<file path="config.mk">
export PLATFORM = sky130hd
export DESIGN_NAME = slime_ctrl
export DESIGN_NICKNAME = d
export VERILOG_FILES = /design/src/rtl/game_pkg.sv /design/src/rtl/slime_unit.sv /design/src/rtl/slime_ctrl.sv
export SDC_FILE = /design/constraint.sdc
export NUM_CORES = 1
export LEC_CHECK = 0
export CAP_MARGIN = 5
export CORE_MARGIN = 4
export CORE_UTILIZATION = 54
export DETAILED_ROUTE_END_ITERATION = 6
export PLACE_DENSITY = 0.78
export RECOVER_POWER = 50
export SYNTH_ARGS = -nofsm -noshare
export SYNTH_HDL_FRONTEND = slang
export SYNTH_HIERARCHICAL = 1
export SYNTH_SLANG_ARGS = --single-unit
</file>
<file path="constraint.sdc">
create_clock -name clk -period 3.02 [get_ports clk]
set_clock_uncertainty 0.15 [all_clocks]
set_input_delay 0.453 -clock clk [delete_from_list [all_inputs] [get_ports clk]]
set_output_delay 0.453 -clock clk [all_outputs]
set_load 0.02 [all_outputs]
</file>
<file path="src/rtl/game_pkg.sv">
// Shared screen-coordinate widths, player box size and slime life-cycle states.
package game_pkg;

  localparam int X_W      = 10;
  localparam int Y_W      = 9;
  localparam int PLAYER_W = 32;
  localparam int PLAYER_H = 48;

  typedef enum logic [1:0] {
    WALK_R,
    WALK_L,
    SQUASH,
    DEAD
  } slime_state_t;

  // Half-open interval intersection; touching edges do not count.
  function automatic logic spans_overlap(input logic [10:0] a_lo, input logic [10:0] a_hi,
                                         input logic [10:0] b_lo, input logic [10:0] b_hi);
    return (a_lo < b_hi) && (b_lo < a_hi);
  endfunction

endpackage

</file>
<file path="src/rtl/slime_unit.sv">
// One patrolling slime: walk/squash/dead FSM, position, step counter and
// player contact classification (stomp vs. side/below damage).
module slime_unit
  import game_pkg::*;
#(
  parameter int X_MIN         = 100,
  parameter int X_MAX         = 300,
  parameter int Y_TOP         = 400,
  parameter int SLIME_W       = 32,
  parameter int SLIME_H       = 24,
  parameter int P_W           = PLAYER_W,
  parameter int P_H           = PLAYER_H,
  parameter int STOMP_BAND    = 8,
  parameter int SQUASH_STEPS  = 25,
  parameter int RESPAWN_STEPS = 150
) (
  input  logic           clk,
  input  logic           reset,
  input  logic           en,
  input  logic           step,
  input  logic [X_W-1:0] player_x,
  input  logic [Y_W-1:0] player_y,
  input  logic           player_falling,
  output logic [X_W-1:0] slime_x,
  output logic           alive,
  output logic           squashed,
  output logic           damage,
  output logic           stomp_hit
);

  localparam int CNT_MAX = (SQUASH_STEPS > RESPAWN_STEPS) ? SQUASH_STEPS : RESPAWN_STEPS;
  localparam int CNT_W   = $clog2(CNT_MAX + 1);

  slime_state_t state, state_nxt;
  logic [X_W-1:0]   x_nxt;
  logic [CNT_W-1:0] cnt, cnt_nxt;
  logic             walking, overlap, damage_nxt;
  logic [10:0]      px_lo, px_hi, py_lo, py_hi, sx_lo, sx_hi;

  // 11-bit extents so right/bottom edges never wrap
  assign px_lo = {1'b0, player_x};
  assign px_hi = px_lo + 11'(P_W);
  assign py_lo = {2'b00, player_y};
  assign py_hi = py_lo + 11'(P_H);
  assign sx_lo = {1'b0, slime_x};
  assign sx_hi = sx_lo + 11'(SLIME_W);

  assign walking    = (state == WALK_R) || (state == WALK_L);
  assign overlap    = spans_overlap(px_lo, px_hi, sx_lo, sx_hi) &&
                      spans_overlap(py_lo, py_hi, 11'(Y_TOP), 11'(Y_TOP + SLIME_H));
  assign stomp_hit  = en && walking && overlap && player_falling &&
                      (py_hi <= 11'(Y_TOP + STOMP_BAND));
  assign damage_nxt = en && walking && overlap && !stomp_hit;

  always_comb begin
    state_nxt = state;
    x_nxt     = slime_x;
    cnt_nxt   = cnt;
    if (stomp_hit) begin
      state_nxt = SQUASH;
      cnt_nxt   = '0;
    end else if (step) begin
      case (state)
        WALK_R: begin
          if (slime_x == X_W'(X_MAX)) begin
            x_nxt     = slime_x - 1'b1;
            state_nxt = WALK_L;
          end else begin
            x_nxt = slime_x + 1'b1;
          end
        end
        WALK_L: begin
          if (slime_x == X_W'(X_MIN)) begin
            x_nxt     = slime_x + 1'b1;
            state_nxt = WALK_R;
          end else begin
            x_nxt = slime_x - 1'b1;
          end
        end
        SQUASH: begin
          if (cnt == CNT_W'(SQUASH_STEPS - 1)) begin
            state_nxt = DEAD;
            cnt_nxt   = '0;
          end else begin
            cnt_nxt = cnt + 1'b1;
          end
        end
        DEAD: begin
          if (cnt == CNT_W'(RESPAWN_STEPS - 1)) begin
            state_nxt = WALK_R;
            x_nxt     = X_W'(X_MIN);
            cnt_nxt   = '0;
          end else begin
            cnt_nxt = cnt + 1'b1;
          end
        end
        default: state_nxt = WALK_R;
      endcase
    end
  end

  always_ff @(posedge clk or posedge reset) begin
    if (reset) begin
      state    <= WALK_R;
      slime_x  <= X_W'(X_MIN);
      cnt      <= '0;
      alive    <= 1'b1;
      squashed <= 1'b0;
      damage   <= 1'b0;
    end else begin
      state    <= state_nxt;
      slime_x  <= x_nxt;
      cnt      <= cnt_nxt;
      alive    <= (state_nxt == WALK_R) || (state_nxt == WALK_L);
      squashed <= (state_nxt == SQUASH);
      damage   <= damage_nxt;
    end
  end

endmodule

</file>
<file path="src/rtl/slime_ctrl.sv">
// Two patrolling slimes sharing one movement tick; registers the combined stomp pulse.
module slime_ctrl
  import game_pkg::*;
#(
  parameter int TICK_DIV      = 2_000_000,
  parameter int X0_MIN        = 100,
  parameter int X0_MAX        = 300,
  parameter int Y0            = 400,
  parameter int X1_MIN        = 400,
  parameter int X1_MAX        = 600,
  parameter int Y1            = 400,
  parameter int SLIME_W       = 32,
  parameter int SLIME_H       = 24,
  parameter int P_W           = PLAYER_W,
  parameter int P_H           = PLAYER_H,
  parameter int STOMP_BAND    = 8,
  parameter int SQUASH_STEPS  = 25,
  parameter int RESPAWN_STEPS = 150
) (
  input  logic           clk,
  input  logic           reset,
  input  logic           en,
  input  logic [X_W-1:0] player_x,
  input  logic [Y_W-1:0] player_y,
  input  logic           player_falling,
  output logic [X_W-1:0] slime_x0,
  output logic [X_W-1:0] slime_x1,
  output logic [1:0]     slime_alive,
  output logic [1:0]     slime_squashed,
  output logic [1:0]     slim_damage,
  output logic           stomp
);

  localparam int DIV_W = $clog2(TICK_DIV + 1);

  logic [DIV_W-1:0] div_q;
  logic             step;
  logic [1:0]       stomp_hit;

  assign step = en && (div_q == DIV_W'(TICK_DIV - 1));

  always_ff @(posedge clk or posedge reset) begin
    if (reset) begin
      div_q <= '0;
      stomp <= 1'b0;
    end else begin
      stomp <= |stomp_hit;
      if (en) div_q <= step ? '0 : div_q + 1'b1;
    end
  end

  slime_unit #(
    .X_MIN(X0_MIN), .X_MAX(X0_MAX), .Y_TOP(Y0), .SLIME_W(SLIME_W), .SLIME_H(SLIME_H),
    .P_W(P_W), .P_H(P_H), .STOMP_BAND(STOMP_BAND),
    .SQUASH_STEPS(SQUASH_STEPS), .RESPAWN_STEPS(RESPAWN_STEPS)
  ) u_slime0 (
    .clk(clk), .reset(reset), .en(en), .step(step),
    .player_x(player_x), .player_y(player_y), .player_falling(player_falling),
    .slime_x(slime_x0), .alive(slime_alive[0]), .squashed(slime_squashed[0]),
    .damage(slim_damage[0]), .stomp_hit(stomp_hit[0])
  );

  slime_unit #(
    .X_MIN(X1_MIN), .X_MAX(X1_MAX), .Y_TOP(Y1), .SLIME_W(SLIME_W), .SLIME_H(SLIME_H),
    .P_W(P_W), .P_H(P_H), .STOMP_BAND(STOMP_BAND),
    .SQUASH_STEPS(SQUASH_STEPS), .RESPAWN_STEPS(RESPAWN_STEPS)
  ) u_slime1 (
    .clk(clk), .reset(reset), .en(en), .step(step),
    .player_x(player_x), .player_y(player_y), .player_falling(player_falling),
    .slime_x(slime_x1), .alive(slime_alive[1]), .squashed(slime_squashed[1]),
    .damage(slim_damage[1]), .stomp_hit(stomp_hit[1])
  );

endmodule

</file>
# ---- After elaboration in Yosys (flattened, before gate mapping)
# Index checks and enable logic that the tools add are counted.
dict set report word_totals {
  n_memories 0
  register_bits 68
  in_bits 23
  out_inout_bits 27
  ram_bits 0
  romBits 0
  latch_bits 0
  word_cells 125
}
dict set report op_classes {
  eq_ne 21
  magnitude_cmp 7
  n_div 0
  shift 0
  n_reduce_logical 37
  bitwise 2
  add_sub_neg 11
  mul 0
  n_mux 33
}
# cell n
set op_table {}
lappend op_table {{8-bit 2-to-1 mux} 8}
lappend op_table {{10-bit 2-to-1 mux} 6}
lappend op_table {{10-bit case mux with 3 select lines} 2}
lappend op_table {{10-bit by 11-bit less-than comparator with 1-bit output} 4}
lappend op_table {{10-bit by 6-bit adder with 11-bit output, second input constant} 3}
lappend op_table {{8-bit case mux with 2 select lines} 2}
lappend op_table {{2-bit 2-to-1 mux} 12}
lappend op_table {{21-bit by 1-bit adder with 21-bit output, second input constant} 1}
lappend op_table {{21-bit equality test, second input constant} 1}
lappend op_table {{21-bit 2-to-1 mux} 1}
lappend op_table {{10-bit by 1-bit adder with 10-bit output, second input constant} 2}
lappend op_table {{10-bit by 9-bit equality test with 1-bit output, second input constant} 2}
lappend op_table {{10-bit by 1-bit subtractor with 10-bit output, second input constant} 2}
lappend op_table {{8-bit by 1-bit adder with 8-bit output, second input constant} 2}
lappend op_table {{8-bit by 5-bit equality test with 1-bit output, second input constant} 2}
lappend op_table {{8-bit equality test, second input constant} 2}
lappend op_table {{1-bit logical AND} 16}
lappend op_table {{2-bit case mux with 4 select lines} 2}
lappend op_table {{2-bit equality test, second input constant} 6}
lappend op_table {{3-bit nonzero test} 4}
lappend op_table {{11-bit by 9-bit less-or-equal comparator with 1-bit output, second input constant} 1}
lappend op_table {{9-bit by 11-bit less-than comparator with 1-bit output, first input constant} 1}
lappend op_table {{9-bit by 6-bit adder with 10-bit output, second input constant} 1}
lappend op_table {{10-bit equality test, second input constant} 1}
lappend op_table {{other kinds (12)} 27}

# ---- Longest topological paths before layout
dict set report depth {
  word_depth 10
  mapped_depth 12
  ltp_nobuf 10
}

# ---- Cells and area by module
# The synthesis kept the hierarchy.
# mod instances area_each_um2 cells_each
set by_module_without_submodules {}
lappend by_module_without_submodules {{slime_unit (u_slime0)} 1 2438.6 291}
lappend by_module_without_submodules {{slime_unit (u_slime1)} 1 2354.8 292}
lappend by_module_without_submodules {slime_ctrl 1 1188.6 111}

# ---- Worst setup path after synthesis
# OpenSTA, ideal clock, no wires.
dict set report synth_path {
  path_kind {register to register}
  start {register u_slime1.slime_x[7]}
  end {register u_slime1.slime_x[2]}
  stages_incl_launch_ff 13
  t_arrival_ns 2.739
  setup_slack_ns -0.019
  setup_ns 0.150
  path_buffers 2
  period_less_slack_ns 3.039
  cell_sequence {dfstp_2 > buf_2 > and2_1 > nand2_1 > xor2_1 > ha_1 > nor2b_1 > o21ai_0 > o2111ai_1 > or4b_4 > buf_6 > a31oi_1 > a31oi_1}
}
dict set report synth_between {
  elab_chain_cells 9
  word_cells_on_any_way 15
}
# item line_no
set synth_rtl {}
lappend synth_rtl {{start, declared} slime_unit.sv:24} ;# output logic [X_W-1:0] slime_x,
lappend synth_rtl {{start signal, assigned} slime_unit.sv:105} ;# slime_x <= X_W'(X_MIN);
lappend synth_rtl {{start signal, assigned} slime_unit.sv:112} ;# slime_x <= x_nxt;
lappend synth_rtl {{10-bit by 6-bit adder with 11-bit output} slime_unit.sv:46} ;# assign sx_hi = sx_lo + 11'(SLIME_W);
lappend synth_rtl {{10-bit by 11-bit less-than comparator with 1-bit output} game_pkg.sv:19} ;# return (a_lo < b_hi) && (b_lo < a_hi);
lappend synth_rtl {{1-bit logical AND} game_pkg.sv:19}
lappend synth_rtl {{1-bit logical AND} slime_unit.sv:49} ;# assign overlap = spans_overlap(px_lo, px_hi, sx_lo, sx_hi) &&
lappend synth_rtl {{1-bit logical AND (3 in a row)} slime_unit.sv:51} ;# assign stomp_hit = en && walking && overlap && player_falling &&
lappend synth_rtl {{1-bit NOT (no source line)} --}
lappend synth_rtl {{4-bit AND reduction (no source line)} --}
# Several ways; a longest one is shown, not always the timed one.
# A chain may end at the register's enable or synchronous reset.

# ---- Final worst setup path
dict set report layout_path {
  start {input port player_x[7]}
  end {register u_slime1.slime_x[5]}
}
dict set report layout_between {
  elab_chain_cells 9
  word_cells_on_any_way 10
}
# item line_no
set layout_rtl {}
lappend layout_rtl {{start, declared} slime_ctrl.sv:23} ;# input logic [X_W-1:0] player_x,
lappend layout_rtl {{10-bit by 6-bit adder with 11-bit output} slime_unit.sv:42} ;# assign px_hi = px_lo + 11'(P_W);
lappend layout_rtl {{10-bit by 11-bit less-than comparator with 1-bit output} game_pkg.sv:19}
lappend layout_rtl {{1-bit logical AND (*)} game_pkg.sv:19}
lappend layout_rtl {{1-bit logical AND (*)} slime_unit.sv:49}
lappend layout_rtl {{1-bit logical AND (*) (3 in a row)} slime_unit.sv:51}
lappend layout_rtl {{1-bit NOT (no source line) (*)} --}
lappend layout_rtl {{4-bit AND reduction (no source line) (*)} --}
# Mark *: on every way between the ends. The rest lies on a longest branch, timed or not.

==> metrics.txt <==
P&R area growth vs syn 25.02%; gr ovfl total 0; clock sinks 68; setup slack, reg-to-reg 0.09 ns; hold endpoint div_q[6]; Layout Cells excl Fill 959; share of cells above drive strength 1 0.1990; synth top area cells dfrtp_1, ha_1, a21oi_1; H-tree depth 3; synthesized area 5982 um^2; Crit. End Element flip-flop; PwrDens 333.4 nW/um^2; clock buffer depth 2; post-synth top area share 0.2510; first-pass GRT wire length 28,010 um; Synth Warn # 6; Crit Path Max Fanout 6; Crit path arrival time 3.06 ns; Num CTS Buffers 9; clock power share 0.377; sw frac 0.2917; CP Class input port to flip-flop; peak supply drop 0.0002836 V; Detailed Place HPWL 12,890 um; final core utilization 0.6899; register area share after synthesis 0.2861; Worst Hold Launch div_q[6]; Final Hold Vio Count 0; Reg2Reg Depth 10; # setup viols final 0; Final GP Congestion 1.005; status finished clean; initial antenna violation count 0; Die ar. 12,830 um^2; Starting DRT DRC Count 655; IO buf count 49; post-synthesis register bit count 68; number of global-route vias before repair 5,915; top cells by count, synth dfrtp_1, nand2_1, ha_1, inv_1, a21oi_1; Detailed Route WL 17,500 um; WP data required 3.14 ns; Int Pwr 1.766 mW; minimum clock period 2.943 ns; Distinct cells, synth 83; CTS tree built; Hold Path Class flip-flop to flip-flop; Reg clk slew, reported paths 0.08 ns; Clk Latency, worst-skew pair 0.35 ns; worst reg2reg endpoint u_slime0/slime_x[1]; DRC viols 0; Core ar. 10,840 um^2; leading area contributor after synthesis dfrtp_1; total net switching power 727.2 uW; Cells after DPL 934; die height 113.3 um; Post-synth EDFFs 0; Mapped Cells 694; post-DR wirelength/cell 18.25 um; nature of the critical path startpoint input port; Setup TNS 0 ns; fmax 339.7 MHz; Starting Density 0.5518; worst flop-to-flop path startpoint u_slime0/slime_x[5]; # hold bufs at CTS 0; Root Buffer Master clkbuf_8; cell leakage power 3.280 nW; Max-cap violations 0; # diodes 0; Mapped Nets 774; final net count 894; slew margin rel. 0.09555; most common cell in the netlist dfrtp_1; vias post-DR 6,041; sequential fraction of design power 0.417; largest net degree at the start of global routing 24; post-route ant nets 0; syn_area_per_cell 8.620 um^2; GRT Util Overall 0.2650; slew of the pin with the lowest slew margin 1.357 ns; Top FF cell, synth dfrtp_1; Gate power share 0.206; worst hold path stage count 1; period utilization 0.9747; Die X-Extent 113.3 um; Tot Pwr 2.493 mW; Pre-antenna DRT Iters 7; asr flop ratio synth 1.000; max-slew violation count 0; row count 38; via-per-instance ratio 6.299; # IOs 50
[worst max-delay path: stages]
cell and delay [ns]:
clkdlybuf4s50_1 0.53, buf_4 0.14, and3_1 0.20, xnor2_1 0.14
ha_1 0.27, a21oi_1 0.17, o2111ai_2 0.15, or4b_4 0.64
o211ai_1 0.17, a2bb2oi_1 0.20
[routing by layer]
metal / vias up / routed length, um / track usage / part of all wire
met2: 286 / 8697 / 0.4518 / 0.50
met5: - / 0 / 0 / 0
met3: 49 / 1071 / 0.04385 / 0.061
li1: 2816 / - / - / -
met1: 2890 / 7316 / 0.3395 / 0.42
met4: 0 / 416 / 0.09455 / 0.024
[state kept, by name, summed over array words and instances, names as in the netlist, 2 cells and up]
register	flops
u_slime1/cnt	8
u_slime0/slime_x	10
div_q	21
u_slime0/state	2
u_slime0/cnt	8
u_slime1/slime_x	10
u_slime1/state	2
[through the flow]
step	setup WS (ns)	area [um^2]	hold slack (ns)
floorplan	0.01806	5984	0.2922
global placement	-0.3001	7059	0.3604
detailed placement	-0.3276	7059	0.3611
CTS	0.01659	7313	0.3750
global route	-0.01754	7478	0.3924
finish	0.07655	7478	0.3700
[worst max-delay path by stage]
stage / slack (ns) / start / endpoint
4_1_cts: 0.02 / u_slime0/slime_x[5] / u_slime0/slime_x[1]
6_report: 0.08 / player_x[7] / u_slime1/slime_x[5]
3_5_place_dp: -0.33 / player_y[5] / u_slime0/slime_x[8]
5_1_grt: -0.02 / u_slime1/slime_x[8] / u_slime1/slime_x[5]
3_3_place_gp: -0.30 / player_x[5] / u_slime0/cnt[6]
2_1_floorplan: 0.02 / u_slime1/slime_x[7] / u_slime1/slime_x[2]
[power by group through the flow]
stage / Clock, mW / Combinational, mW / Sequential, mW
2_1_floorplan: 0 / 0.310 / 1.03
3_3_place_gp: 0 / 0.467 / 1.05
3_5_place_dp: 0 / 0.489 / 1.05
4_1_cts: 0.957 / 0.495 / 1.04
5_1_grt: 1.00 / 0.560 / 1.05
6_report: 0.940 / 0.514 / 1.04
[area by class of cell]
cell class	instances	area, um^2
sequential	68	1713
multi-input combinational	555	4040
inverter	51	191.4
tap	140	175.2
timing repair buffer	129	1110
clock inverter	5	107.6
fill	845	3362
clock buffer	11	141.4
[cells by family (layout without fill, tap and decap cells)]
family	count (synthesis)	count (layout)	share of synthesized area
AO/OA/AOI/OAI	163	163	0.1797
XOR/XNOR	37	37	0.05417
adder cells (fa/ha/maj)	57	57	0.1192
buffers and inverters	72	196	0.05564
flip-flops	68	68	0.2861
multiplexers	16	16	0.03347
AND/OR/NAND/NOR	281	282	0.2717
[placed cells by master (no fill, tap or decap), types with 6 or more instances in the layout]
| cell | instances |
|---|---|
| buf_4 | 76 |
| nand2_1 | 59 |
| dfrtp_1 | 59 |
| ha_1 | 53 |
| inv_1 | 49 |
| a21oi_1 | 43 |
| nor2_1 | 41 |
| clkdlybuf4s50_1 | 41 |
| nand3_1 | 36 |
| o21ai_0 | 26 |
| nor3_1 | 20 |
| nand4_1 | 18 |
| xnor2_1 | 18 |
| xor2_1 | 18 |
| nand2b_1 | 13 |
| and3_1 | 13 |
| nor2b_1 | 13 |
| a31oi_1 | 11 |
| o22ai_1 | 10 |
| clkbuf_8 | 10 |
| o21ai_1 | 8 |
| dfstp_2 | 8 |
| nor4_1 | 7 |
| mux2_4 | 7 |
| and4_1 | 6 |
| o2111ai_1 | 6 |
| a21o_1 | 6 |
[what timing repair did]
action / 4_1_cts / 5_1_grt
setup endpoints to repair: 8 / 41
pin swaps: 0 / 13
gates cloned: 0 / 1
setup buffers: 0 / 8
gates resized for setup: 1 / 32
Note: power is estimated with default switching activity, not from simulation.
